<file path="config.mk">
export PLATFORM = sky130hd
export DESIGN_NAME = perceptron_mc_flat
export DESIGN_NICKNAME = d
export VERILOG_FILES = /design/src/rtl/perceptron_pkg.sv /design/src/rtl/perceptron_if.sv /design/src/rtl/perceptron_mac.sv /design/src/rtl/perceptron_mc.sv /design/src/flat_wrapper.sv
export SDC_FILE = /design/constraint.sdc
export NUM_CORES = 1
export LEC_CHECK = 0
export CAP_MARGIN = 10
export CORE_ASPECT_RATIO = 2
export CORE_UTILIZATION = 50
export CTS_CLUSTER_SIZE = 20
export DETAILED_ROUTE_END_ITERATION = 7
export GPL_TIMING_DRIVEN = 0
export PLACE_DENSITY = 0.68
export SETUP_SLACK_MARGIN = 0.5
export SKIP_CTS_REPAIR_TIMING = 1
export SLEW_MARGIN = 25
export SYNTH_ARGS = -nofsm -noshare
export SYNTH_HDL_FRONTEND = slang
export SYNTH_SLANG_ARGS = --single-unit
</file>
<file path="constraint.sdc">
create_clock -name clk -period 16.9 [get_ports clk]
set_input_delay 1.69 -clock clk [delete_from_list [all_inputs] [get_ports clk]]
set_output_delay 1.69 -clock clk [all_outputs]
set_load 0.005 [all_outputs]
</file>
<file path="src/rtl/perceptron_pkg.sv">
// perceptron_pkg: shared FSM state type and width helpers for the multi-class perceptron
package perceptron_pkg;
  typedef enum logic [1:0] {IDLE, MAC, DONE} state_t;
  function automatic int acc_w(int in_w, int w_w, int n_in);
    return in_w + w_w + $clog2(n_in + 1) + 1;
  endfunction
  function automatic int bias_idx(int n_in);
    return n_in;
  endfunction
endpackage

</file>
<file path="src/rtl/perceptron_if.sv">
// perceptron_if: weight-write, feature-in and result-out handshakes; slave = perceptron, master = driver
interface perceptron_if import perceptron_pkg::*; #(
  parameter int N_IN = 2,
  parameter int IN_W = 4,
  parameter int W_W = 4,
  parameter int N_CLASS = 10
);
  localparam int CLS_W = $clog2(N_CLASS);
  localparam int IDX_W = $clog2(N_IN + 1);
  localparam int ACC_W = acc_w(IN_W, W_W, N_IN);
  logic wr_en;
  logic [CLS_W-1:0] wr_class;
  logic [IDX_W-1:0] wr_idx;
  logic [W_W-1:0] wr_data;
  logic wr_ready;
  logic in_valid;
  logic in_ready;
  logic [N_IN*IN_W-1:0] in_feat;
  logic out_valid;
  logic out_ready;
  logic [CLS_W-1:0] out_class;
  logic [ACC_W-1:0] out_score;
  logic busy;
  modport slave (
    input wr_en, wr_class, wr_idx, wr_data, in_valid, in_feat, out_ready,
    output wr_ready, in_ready, out_valid, out_class, out_score, busy
  );
  modport master (
    output wr_en, wr_class, wr_idx, wr_data, in_valid, in_feat, out_ready,
    input wr_ready, in_ready, out_valid, out_class, out_score, busy
  );
endinterface

</file>
<file path="src/rtl/perceptron_mac.sv">
// perceptron_mac: one signed MAC step (bias or acc + w*x) and strict-greater score compare; i_first picks bias start
module perceptron_mac #(
  parameter int IN_W = 4,
  parameter int W_W = 4,
  parameter int ACC_W = 11
) (
  input  logic                    i_first,
  input  logic signed [ACC_W-1:0] i_acc,
  input  logic signed [W_W-1:0]   i_bias,
  input  logic signed [W_W-1:0]   i_w,
  input  logic        [IN_W-1:0]  i_x,
  input  logic signed [ACC_W-1:0] i_best,
  output logic signed [ACC_W-1:0] o_sum,
  output logic                    o_gt
);
  logic signed [ACC_W-1:0] w_we, w_xe, w_be;
  assign w_we = ACC_W'(i_w);
  assign w_xe = ACC_W'({1'b0, i_x});
  assign w_be = ACC_W'(i_bias);
  assign o_sum = (i_first ? w_be : i_acc) + w_we * w_xe;
  assign o_gt = o_sum > i_best;
endmodule

</file>
<file path="src/rtl/perceptron_mc.sv">
// perceptron_mc: sequential multi-class perceptron (weight table, one MAC/cycle, argmax); ports clk, rst, bus (perceptron_if.slave)
module perceptron_mc import perceptron_pkg::*; #(
  parameter int N_IN = 2,
  parameter int IN_W = 4,
  parameter int W_W = 4,
  parameter int N_CLASS = 10
) (
  input logic clk,
  input logic rst,
  perceptron_if.slave bus
);
  localparam int CLS_W = $clog2(N_CLASS);
  localparam int IDX_W = $clog2(N_IN + 1);
  localparam int ACC_W = acc_w(IN_W, W_W, N_IN);
  localparam int BI = bias_idx(N_IN);
  state_t r_state, w_next;
  logic signed [W_W-1:0] r_w [N_CLASS][N_IN+1];
  logic [N_IN*IN_W-1:0] r_x;
  logic [CLS_W-1:0] r_c, r_bc, r_oc;
  logic [IDX_W-1:0] r_i;
  logic signed [ACC_W-1:0] r_acc, r_best, r_os, w_sum;
  logic signed [W_W-1:0] w_wt;
  logic [IN_W-1:0] w_x;
  logic w_gt, w_last, w_take, w_wr, w_acc;
  assign w_acc = r_state == IDLE && bus.in_valid;
  assign w_wr = r_state == IDLE && bus.wr_en && int'(bus.wr_class) < N_CLASS && int'(bus.wr_idx) <= N_IN;
  assign w_last = r_state == MAC && int'(r_i) == N_IN - 1;
  assign w_take = w_last && (r_c == '0 || w_gt);
  always_comb begin
    w_x = '0;
    w_wt = '0;
    for (int k = 0; k < N_IN; k++)
      if (int'(r_i) == k) begin
        w_x = r_x[k*IN_W +: IN_W];
        w_wt = r_w[r_c][k];
      end
  end
  perceptron_mac #(.IN_W(IN_W), .W_W(W_W), .ACC_W(ACC_W)) u_mac (
    .i_first(r_i == '0),
    .i_acc(r_acc),
    .i_bias(r_w[r_c][BI]),
    .i_w(w_wt),
    .i_x(w_x),
    .i_best(r_best),
    .o_sum(w_sum),
    .o_gt(w_gt)
  );
  always_comb begin
    w_next = r_state;
    if (w_acc) w_next = MAC;
    if (w_last && int'(r_c) == N_CLASS - 1) w_next = DONE;
    if (r_state == DONE && bus.out_ready) w_next = IDLE;
  end
  always_ff @(posedge clk or posedge rst)
    if (rst) r_state <= IDLE;
    else r_state <= w_next;
  always_ff @(posedge clk or posedge rst)
    if (rst) begin
      for (int a = 0; a < N_CLASS; a++)
        for (int b = 0; b <= N_IN; b++) r_w[a][b] <= '0;
      r_x <= '0;
      r_c <= '0;
      r_i <= '0;
      r_acc <= '0;
      r_best <= '0;
      r_bc <= '0;
      r_oc <= '0;
      r_os <= '0;
    end else begin
      if (w_wr) r_w[bus.wr_class][bus.wr_idx] <= bus.wr_data;
      if (w_acc) begin
        r_x <= bus.in_feat;
        r_c <= '0;
        r_i <= '0;
      end
      if (r_state == MAC) begin
        r_acc <= w_sum;
        r_i <= w_last ? '0 : r_i + 1'b1;
        if (w_last && w_next != DONE) r_c <= r_c + 1'b1;
        if (w_take) begin
          r_best <= w_sum;
          r_bc <= r_c;
        end
        // output registers load only on the final step so they hold through the next inference
        if (w_next == DONE) begin
          r_oc <= w_take ? r_c : r_bc;
          r_os <= w_take ? w_sum : r_best;
        end
      end
    end
  assign bus.wr_ready = r_state == IDLE;
  assign bus.in_ready = r_state == IDLE;
  assign bus.busy = r_state != IDLE;
  assign bus.out_valid = r_state == DONE;
  assign bus.out_class = r_oc;
  assign bus.out_score = r_os;
endmodule

</file>
<file path="src/flat_wrapper.sv">
// flat-port wrapper written by rule: the top's interface ports become plain ports
module perceptron_mc_flat import perceptron_pkg::*;
#(
  parameter int N_IN = 2,
  parameter int IN_W = 4,
  parameter int W_W = 4,
  parameter int N_CLASS = 10
)
  (clk, rst, bus_wr_en, bus_wr_class, bus_wr_idx, bus_wr_data, bus_in_valid, bus_in_feat, bus_out_ready, bus_wr_ready, bus_in_ready, bus_out_valid, bus_out_class, bus_out_score, bus_busy);
  perceptron_if #(.N_IN(N_IN), .IN_W(IN_W), .W_W(W_W), .N_CLASS(N_CLASS)) bus_i ();
  input logic clk;
  input logic rst;
  input wire logic [$bits(bus_i.wr_en)-1:0] bus_wr_en;
  input wire logic [$bits(bus_i.wr_class)-1:0] bus_wr_class;
  input wire logic [$bits(bus_i.wr_idx)-1:0] bus_wr_idx;
  input wire logic [$bits(bus_i.wr_data)-1:0] bus_wr_data;
  input wire logic [$bits(bus_i.in_valid)-1:0] bus_in_valid;
  input wire logic [$bits(bus_i.in_feat)-1:0] bus_in_feat;
  input wire logic [$bits(bus_i.out_ready)-1:0] bus_out_ready;
  output wire logic [$bits(bus_i.wr_ready)-1:0] bus_wr_ready;
  output wire logic [$bits(bus_i.in_ready)-1:0] bus_in_ready;
  output wire logic [$bits(bus_i.out_valid)-1:0] bus_out_valid;
  output wire logic [$bits(bus_i.out_class)-1:0] bus_out_class;
  output wire logic [$bits(bus_i.out_score)-1:0] bus_out_score;
  output wire logic [$bits(bus_i.busy)-1:0] bus_busy;
  assign bus_i.wr_en = bus_wr_en;
  assign bus_i.wr_class = bus_wr_class;
  assign bus_i.wr_idx = bus_wr_idx;
  assign bus_i.wr_data = bus_wr_data;
  assign bus_i.in_valid = bus_in_valid;
  assign bus_i.in_feat = bus_in_feat;
  assign bus_i.out_ready = bus_out_ready;
  assign bus_wr_ready = bus_i.wr_ready;
  assign bus_in_ready = bus_i.in_ready;
  assign bus_out_valid = bus_i.out_valid;
  assign bus_out_class = bus_i.out_class;
  assign bus_out_score = bus_i.out_score;
  assign bus_busy = bus_i.busy;
  perceptron_mc #(.N_IN(N_IN), .IN_W(IN_W), .W_W(W_W), .N_CLASS(N_CLASS)) u_core (.clk(clk), .rst(rst), .bus(bus_i));
endmodule
</file>
## Word-level counts from Yosys, hierarchy flattened

Cells that the tools add are included.

- Add/subtract/negate cells: 3
- Multipliers: 1
- $lt $le $gt $ge: 8
- Equality and inequality tests: 6
- Mux-type cells: 24
- Bitwise operators: 3
- Reductions and logical operators: 19

Operator list:

| operator | count |
|---|---|
| $bwmux W120 | 1 |
| $bmux W12 S4 | 1 |
| $demux W12 S4 | 1 |
| $mux W12 | 3 |
| $mux W4 | 9 |
| $mux W11 | 2 |
| $mux W2 | 6 |
| $add A11 B9 Y11 | 1 |
| $gt A11 B11 Y1 | 1 |
| $logic_and A1 B1 Y1 | 11 |
| $ge A5 B5 Y1 const B | 2 |
| $not A4 Y5 | 2 |
| $mul A4 B5 Y9 | 1 |
| $demux W4 S2 | 1 |
| $eq A2 B2 Y1 const B | 3 |
| $logic_not A2 Y1 | 3 |
| $lt A5 B1 Y1 const B | 1 |
| $add A4 B1 Y4 const B | 1 |
| $eq A4 B4 Y1 const B | 1 |
| $logic_not A4 Y1 | 1 |
| $lt A4 B4 Y1 const B | 1 |
| $reduce_bool A2 Y1 | 2 |
| $ge A3 B3 Y1 const B | 1 |
| $lt A3 B1 Y1 const B | 1 |
| 7 further kinds | 7 |

- Bits in registers: 177
- Input port bits: 23
- Output and inout port bits: 19
- Word-level logic and storage cells: 103

## Longest topological paths before layout

- Depth in word-level cells: 12
- Depth in mapped cells: 32
- Gate-level depth less buffers: 29

## Modules after synthesis

From an unflattened synthesis, not the netlist that was laid out.

- Cells, all modules: 742
- Area total of the unflattened synthesis: 9322.7 um^2

By module, submodules not included:

| module | times used | cells each | area each (um^2) |
|---|---|---|---|
| perceptron_mc | 1 | 584 | 8032.7 |
| perceptron_mac | 1 | 158 | 1290.0 |

## Least setup slack after synthesis

Ideal clock, no wire load.

- Path kind: reg2reg
- Start point: register u_core.r_c[0]
- End point: register u_core.r_oc[0] (netlist: u_core.bus.out_class[0])
- Library setup time: 125 ps
- Arrival: 6672 ps
- Data required time: 16775 ps
- Slack: 10103 ps
- Cell stages (with the launch flop): 29
- Buffers on the path: 3
- Clock period less this slack: 6797 ps
- Cell sequence: dfrtp_1 buf_4 buf_4 mux4_2 a22oi_1 o21ai_0 o21ai_0 nor2_1 nand2_1 fa_1 fa_1 inv_1 fa_1 ha_1 a21o_1 a21oi_1 nor2b_1 o31a_1 o31ai_1 xor2_1 inv_1 ha_1 nand4_1 nor4_1 a211o_2 a21oi_4 buf_6 mux2_4 mux2_2

- Longest elaborated chain between the ends: 12
- Elaborated cells on any way between the ends: 20
- Those cells by class: add/sub: 1; mul: 1; order compare: 1; eq/ne: 2; mux: 9; bitwise: 1; reduce/logical: 5

RTL lines:

| item | RTL line | RTL |
|---|---|---|
| start: declaration | perceptron_mc.sv:19 | `logic [CLS_W-1:0] r_c, r_bc, r_oc;` |
| start signal: assignment | perceptron_mc.sv:79 | `if (w_last && w_next != DONE) r_c <= r_c + 1'b1;` |
| $not A4 Y5 (not written as such) (*) | perceptron_mc.sv:35, perceptron_mc.sv:41 |  |
| $bmux W12 S4 (*) | perceptron_mc.sv:35, perceptron_mc.sv:41 |  |
| $mux W12 (not written as such) (*) (2 in a row) | perceptron_mc.sv:35 | `w_wt = r_w[r_c][k];` |
| $mux W4 (2 in a row) | perceptron_mc.sv:33 | `if (int'(r_i) == k) begin` |
| $mul A4 B5 Y9 | perceptron_mac.sv:20 | `assign o_sum = (i_first ? w_be : i_acc) + w_we * w_xe;` |
| $add A11 B9 Y11 (*) | perceptron_mac.sv:20 |  |
| named net u_core.u_mac.o_sum[9] | perceptron_mac.sv:13 | `output logic signed [ACC_W-1:0] o_sum,` |
| $gt A11 B11 Y1 (*) | perceptron_mac.sv:21 | `assign o_gt = o_sum > i_best;` |
| $logic_or A1 B1 Y1 (*) | perceptron_mc.sv:28 | `assign w_take = w_last && (r_c == '0 \|\| w_gt);` |
| $logic_and A1 B1 Y1 (*) | perceptron_mc.sv:28 |  |
| $mux W4 (*) | perceptron_mc.sv:86 | `r_oc <= w_take ? r_c : r_bc;` |
| end signal: assignment | perceptron_mc.sv:86 |  |
| end: declaration | perceptron_mc.sv:19 |  |

The timed path passes the listed nets; every way through them passes the cells marked *. The select of a mux whose other input is x is not followed.
A chain may end at the register's enable or synchronous reset.

## Final worst setup path

- Start point: register u_core.r_c[2]
- End point: register u_core.r_oc[2] (netlist: u_core.bus.out_class[2])

Same word-level chain as after synthesis.

==> results_tabular.tex <==
\begin{tabular}{lr}
\hline
Metric & Value \\
\hline
\multicolumn{2}{l}{\textbf{Logic synthesis}} \\
\quad Number of library cell types mapped by synthesis & 59 \\
\quad Post-synth top area cell & sky130\_fd\_sc\_hd\_\_dfrtp\_1 \\
\quad Synth Flop Type & sky130\_fd\_sc\_hd\_\_dfrtp\_1 \\
\quad Number of enable flip-flop cells after synthesis & 0 \\
\quad Synthesized instance count & 745 \\
\quad Mux cell area share after synthesis & 0.268 \\
\quad Fraction of synthesized cell area in xor and xnor cells & 0.0111 \\
\quad Largest family of logic cells by synthesized area & multiplexers \\
\quad Simple-gate share of the synthesized area & 0.0807 \\
\quad Most area-consuming cells after synthesis & sky130\_fd\_sc\_hd\_\_dfrtp\_1, sky130\_fd\_sc\_hd\_\_mux2\_2, sky130\_fd\_sc\_hd\_\_ha\_1 \\
\quad Syn Nets & 817 \\
\quad Number of synthesized register bits & 177 \\
\quad Fraction of post-synthesis cell area in the top cell type by area & 0.474 \\
\quad Synthesis Warnings & 0 \\
\quad Synthesized area divided by synthesized cell count & 12.5 µm² \\
\quad Sequential share of the synthesized area & 0.474 \\
\quad Adder and majority cell fraction of the synthesized area & 0.0745 \\
\quad Area of the mapped netlist & 9340 µm² \\
\quad Synthesized-area fraction occupied by ao, oa, aoi and oai cells & 0.0570 \\
\quad Proportion of synthesized flip-flops having asynchronous set or reset & 1.00 \\
\multicolumn{2}{l}{\textbf{CTS}} \\
\quad Number of clock sinks & 177 \\
\quad Clock input transition at the sequential cells of the worst setup and hold paths & 0.06 ns \\
\quad Maximum root-to-sink buffer count & 2 \\
\quad TritonCTS clock tree & done \\
\quad CTS buffer count & 17 \\
\quad Worst skew pair latency & 0.43 ns \\
\quad H-tree level count & 4 \\
\quad Clk root buf & sky130\_fd\_sc\_hd\_\_clkbuf\_16 \\
\multicolumn{2}{l}{\textbf{Layout}} \\
\quad Most common library cell in the layout ignoring fill and taps & sky130\_fd\_sc\_hd\_\_dfrtp\_1 \\
\quad FF+latch area & 4430 µm² \\
\quad Area growth, synth to finish & 13.7\% \\
\quad Commonest non-fill, non-tap cells in the layout & sky130\_fd\_sc\_hd\_\_dfrtp\_1, sky130\_fd\_sc\_hd\_\_mux2\_2, sky130\_fd\_sc\_hd\_\_nand2\_1 \\
\quad Count of inserted antenna diode cells & 0 \\
\quad Final-layout fill cell count & 1505 \\
\quad Multi-input gate area in the final layout & 4590 µm² \\
\quad Layout cells sized above 1 & 0.290 \\
\quad Layout net count & 874 \\
\multicolumn{2}{l}{\textbf{Timing}} \\
\quad Share of the clock period used by the worst path & 0.474 \\
\quad Actual transition at the worst max-transition pin & 0.817 ns \\
\quad Final setup violation count & 0 \\
\quad Setup TNS Final & 0 ns \\
\quad Final worst path period need & 8.00 ns \\
\quad Max-slew violation count & 0 \\
\quad Unrepaired setup endpoints after global routing & false \\
\quad Headroom to the max-slew limit & 0.454 \\
\quad Maximum clock frequency & 125 MHz \\
\quad Final Hold Viols & 0 \\
\quad Worst clock skew & 0.00939 ns \\
\multicolumn{2}{l}{\textbf{Worst setup path}} \\
\quad Max Fanout on Critical Path & 10 \\
\quad Arrival time at the worst endpoint & 8.31 ns \\
\quad CP peak stage delay & 0.73 ns \\
\quad Cell with the largest stage delay on the worst path & sky130\_fd\_sc\_hd\_\_nor2\_1 \\
\quad Most common cell type on the critical path & sky130\_fd\_sc\_hd\_\_fa\_1 \\
\quad Worst Path Required & 17.21 ns \\
\quad CP startpoint kind & flop \\
\quad Setup crit end kind & flop \\
\quad Category of the critical setup timing path & flop to flop \\
\multicolumn{2}{l}{\textbf{Floorplanning}} \\
\quad Die Outline Area & 19300 µm² \\
\quad Overall die width & 98.6 µm \\
\quad Initial core utilization & 0.510 \\
\quad Die height & 195 µm \\
\quad Floorplan Core Area & 18300 µm² \\
\quad Count of standard-cell rows & 70 \\
\quad Boundary pin count & 42 \\
\multicolumn{2}{l}{\textbf{Detailed routing}} \\
\quad Number of search-and-repair iterations in the first detailed-routing pass & 4 \\
\quad Vias per std cell & 5.91 \\
\quad DRT antenna net count & 0 \\
\quad Wire length per cell & 21.7 µm \\
\quad Total DRC errors in the routed layout & 0 \\
\quad Routed vias & 6083 \\
\quad Iter 0 DRT Violations & 245 \\
\quad Total Routed Length & 22.3 mm \\
\multicolumn{2}{l}{\textbf{Global routing}} \\
\quad Remaining global-route overflow & 0 \\
\quad Number of antenna violations at the first check in global routing & 0 \\
\quad Vias in the first global route & 6566 \\
\quad GRT Resource Usage Total & 0.249 \\
\quad Global-route wire length before repair & 35.2 mm \\
\quad Maximum number of pins on one net before global-route repair & 96 \\
\multicolumn{2}{l}{\textbf{Min path}} \\
\quad Hold/Removal Path Class & flop to flop \\
\multicolumn{2}{l}{\textbf{Placed design}} \\
\quad Placer Congestion & 0.893 \\
\quad DP HPWL & 17.2 mm \\
\quad Quantity of I/O buffers inserted on ports & 37 \\
\multicolumn{2}{l}{\textbf{Run}} \\
\quad Max\_cap viols & 0 \\
\multicolumn{2}{l}{\textbf{Power and ir drop}} \\
\quad Power density over cell area & 150 nW/µm² \\
\quad Power consumption & 1590 µW \\
\quad Total leakage power & 0.00522 µW \\
\quad Worst vdd ir & 0.0714 mV \\
\multicolumn{2}{l}{\textbf{Status}} \\
\quad Outcome & complete, no violations \\
\hline
\end{tabular}
## synthesized netlist by cell type, types with 11 or more instances
master / count
sky130_fd_sc_hd__mux2_2: 154
sky130_fd_sc_hd__o21ai_0: 22
sky130_fd_sc_hd__a21oi_1: 14
sky130_fd_sc_hd__dfrtp_1: 177
sky130_fd_sc_hd__mux2i_1: 16
sky130_fd_sc_hd__mux4_2: 21
sky130_fd_sc_hd__fa_1: 11
sky130_fd_sc_hd__nand2_1: 82
sky130_fd_sc_hd__ha_1: 38
sky130_fd_sc_hd__nor2_1: 29
sky130_fd_sc_hd__clkbuf_1: 19
sky130_fd_sc_hd__inv_1: 36
## worst max-delay path: cells and delay by family, from the launching register on
family / cells / cell delay (ns)
multiplexers: 2 / 0.60
flip-flops: 1 / 0.35
AO/OA/AOI/OAI: 8 / 2.12
buffers and inverters: 6 / 0.91
adder cells (fa/ha/maj): 5 / 2.41
XOR/XNOR: 1 / 0.25
AND/OR/NAND/NOR: 5 / 1.25
## path summary, 6_finish.rpt
path	startpoint	endpoint	slack, ns	depth (start not counted)
min in group asynchronous	rst	u_core.r_x[3]	1.77	2
max in group asynchronous	rst	u_core.bus.out_score[0]	14.25	3
worst min register to register	u_core.r_x[3]	u_core.r_x[3]	0.48	2
worst max-delay path	u_core.r_c[2]	u_core.bus.out_class[2]	8.90	27
worst max register to register	u_core.r_c[2]	u_core.bus.out_class[2]	8.90	27
worst min-delay path	u_core.r_x[3]	u_core.r_x[3]	0.48	2
## through the flow
stage	worst slack (ns)	utilization	hold WS, ns	instance area (µm²)	cells
3_5_place_dp	8.95	0.547	0.466	10000	999
4_1_cts	8.90	0.580	0.482	10600	1030
2_1_floorplan	10.10	-	0.445	9340	745
5_1_grt	8.35	0.580	0.509	10600	1030
6_report	8.90	0.580	0.475	10600	1030
3_3_place_gp	8.40	0.545	0.464	9980	998
## registers in the layout (all words and copies together) (netlist names)
register and flops:
u_core.r_w 120, u_core.bus.out_score 11, u_core.r_acc 11, u_core.r_best 11, u_core.r_x 8, u_core.bus.out_class 4
u_core.r_bc 4, u_core.r_c 4, u_core.r_i 2, u_core.r_state 2
## layer usage
metal	part of all wire	global-route usage	routed length [µm]
met5	0	0	0
met3	0.026	0.0408	588
met1	0.33	0.238	7470
met2	0.58	0.480	13000
met4	0.055	0.160	1230
## kinds of logic (layout without fill, tap and decap cells)
group / Yosys count / in the layout
AOI/OAI and AO/OA: 77 / 77
adders and majority gates: 49 / 49
buffers and inverters: 71 / 140
xor gates and xnor gates: 11 / 11
DFF: 177 / 177
muxes: 198 / 198
and+or+nand+nor: 162 / 162
## final cells by class
class / count / area share
Clock inverter: 8 / 0.0121
Clock buffer: 23 / 0.0450
Multi-Input combinational cell: 497 / 0.432
Sequential cell: 177 / 0.417
Tap cell: 216 / 0.0255
Timing Repair Buffer: 38 / 0.0375
Buffer: 33 / 0.0163
Inverter: 38 / 0.0141
## power by group
part | switching, µW | internal, µW | total [µW]
Combinational | 368 | 292 | 660
Clock | 161 | 244 | 405
Sequential | 37.7 | 490 | 528
No activity file was read; power rests on OpenSTA's default activity.
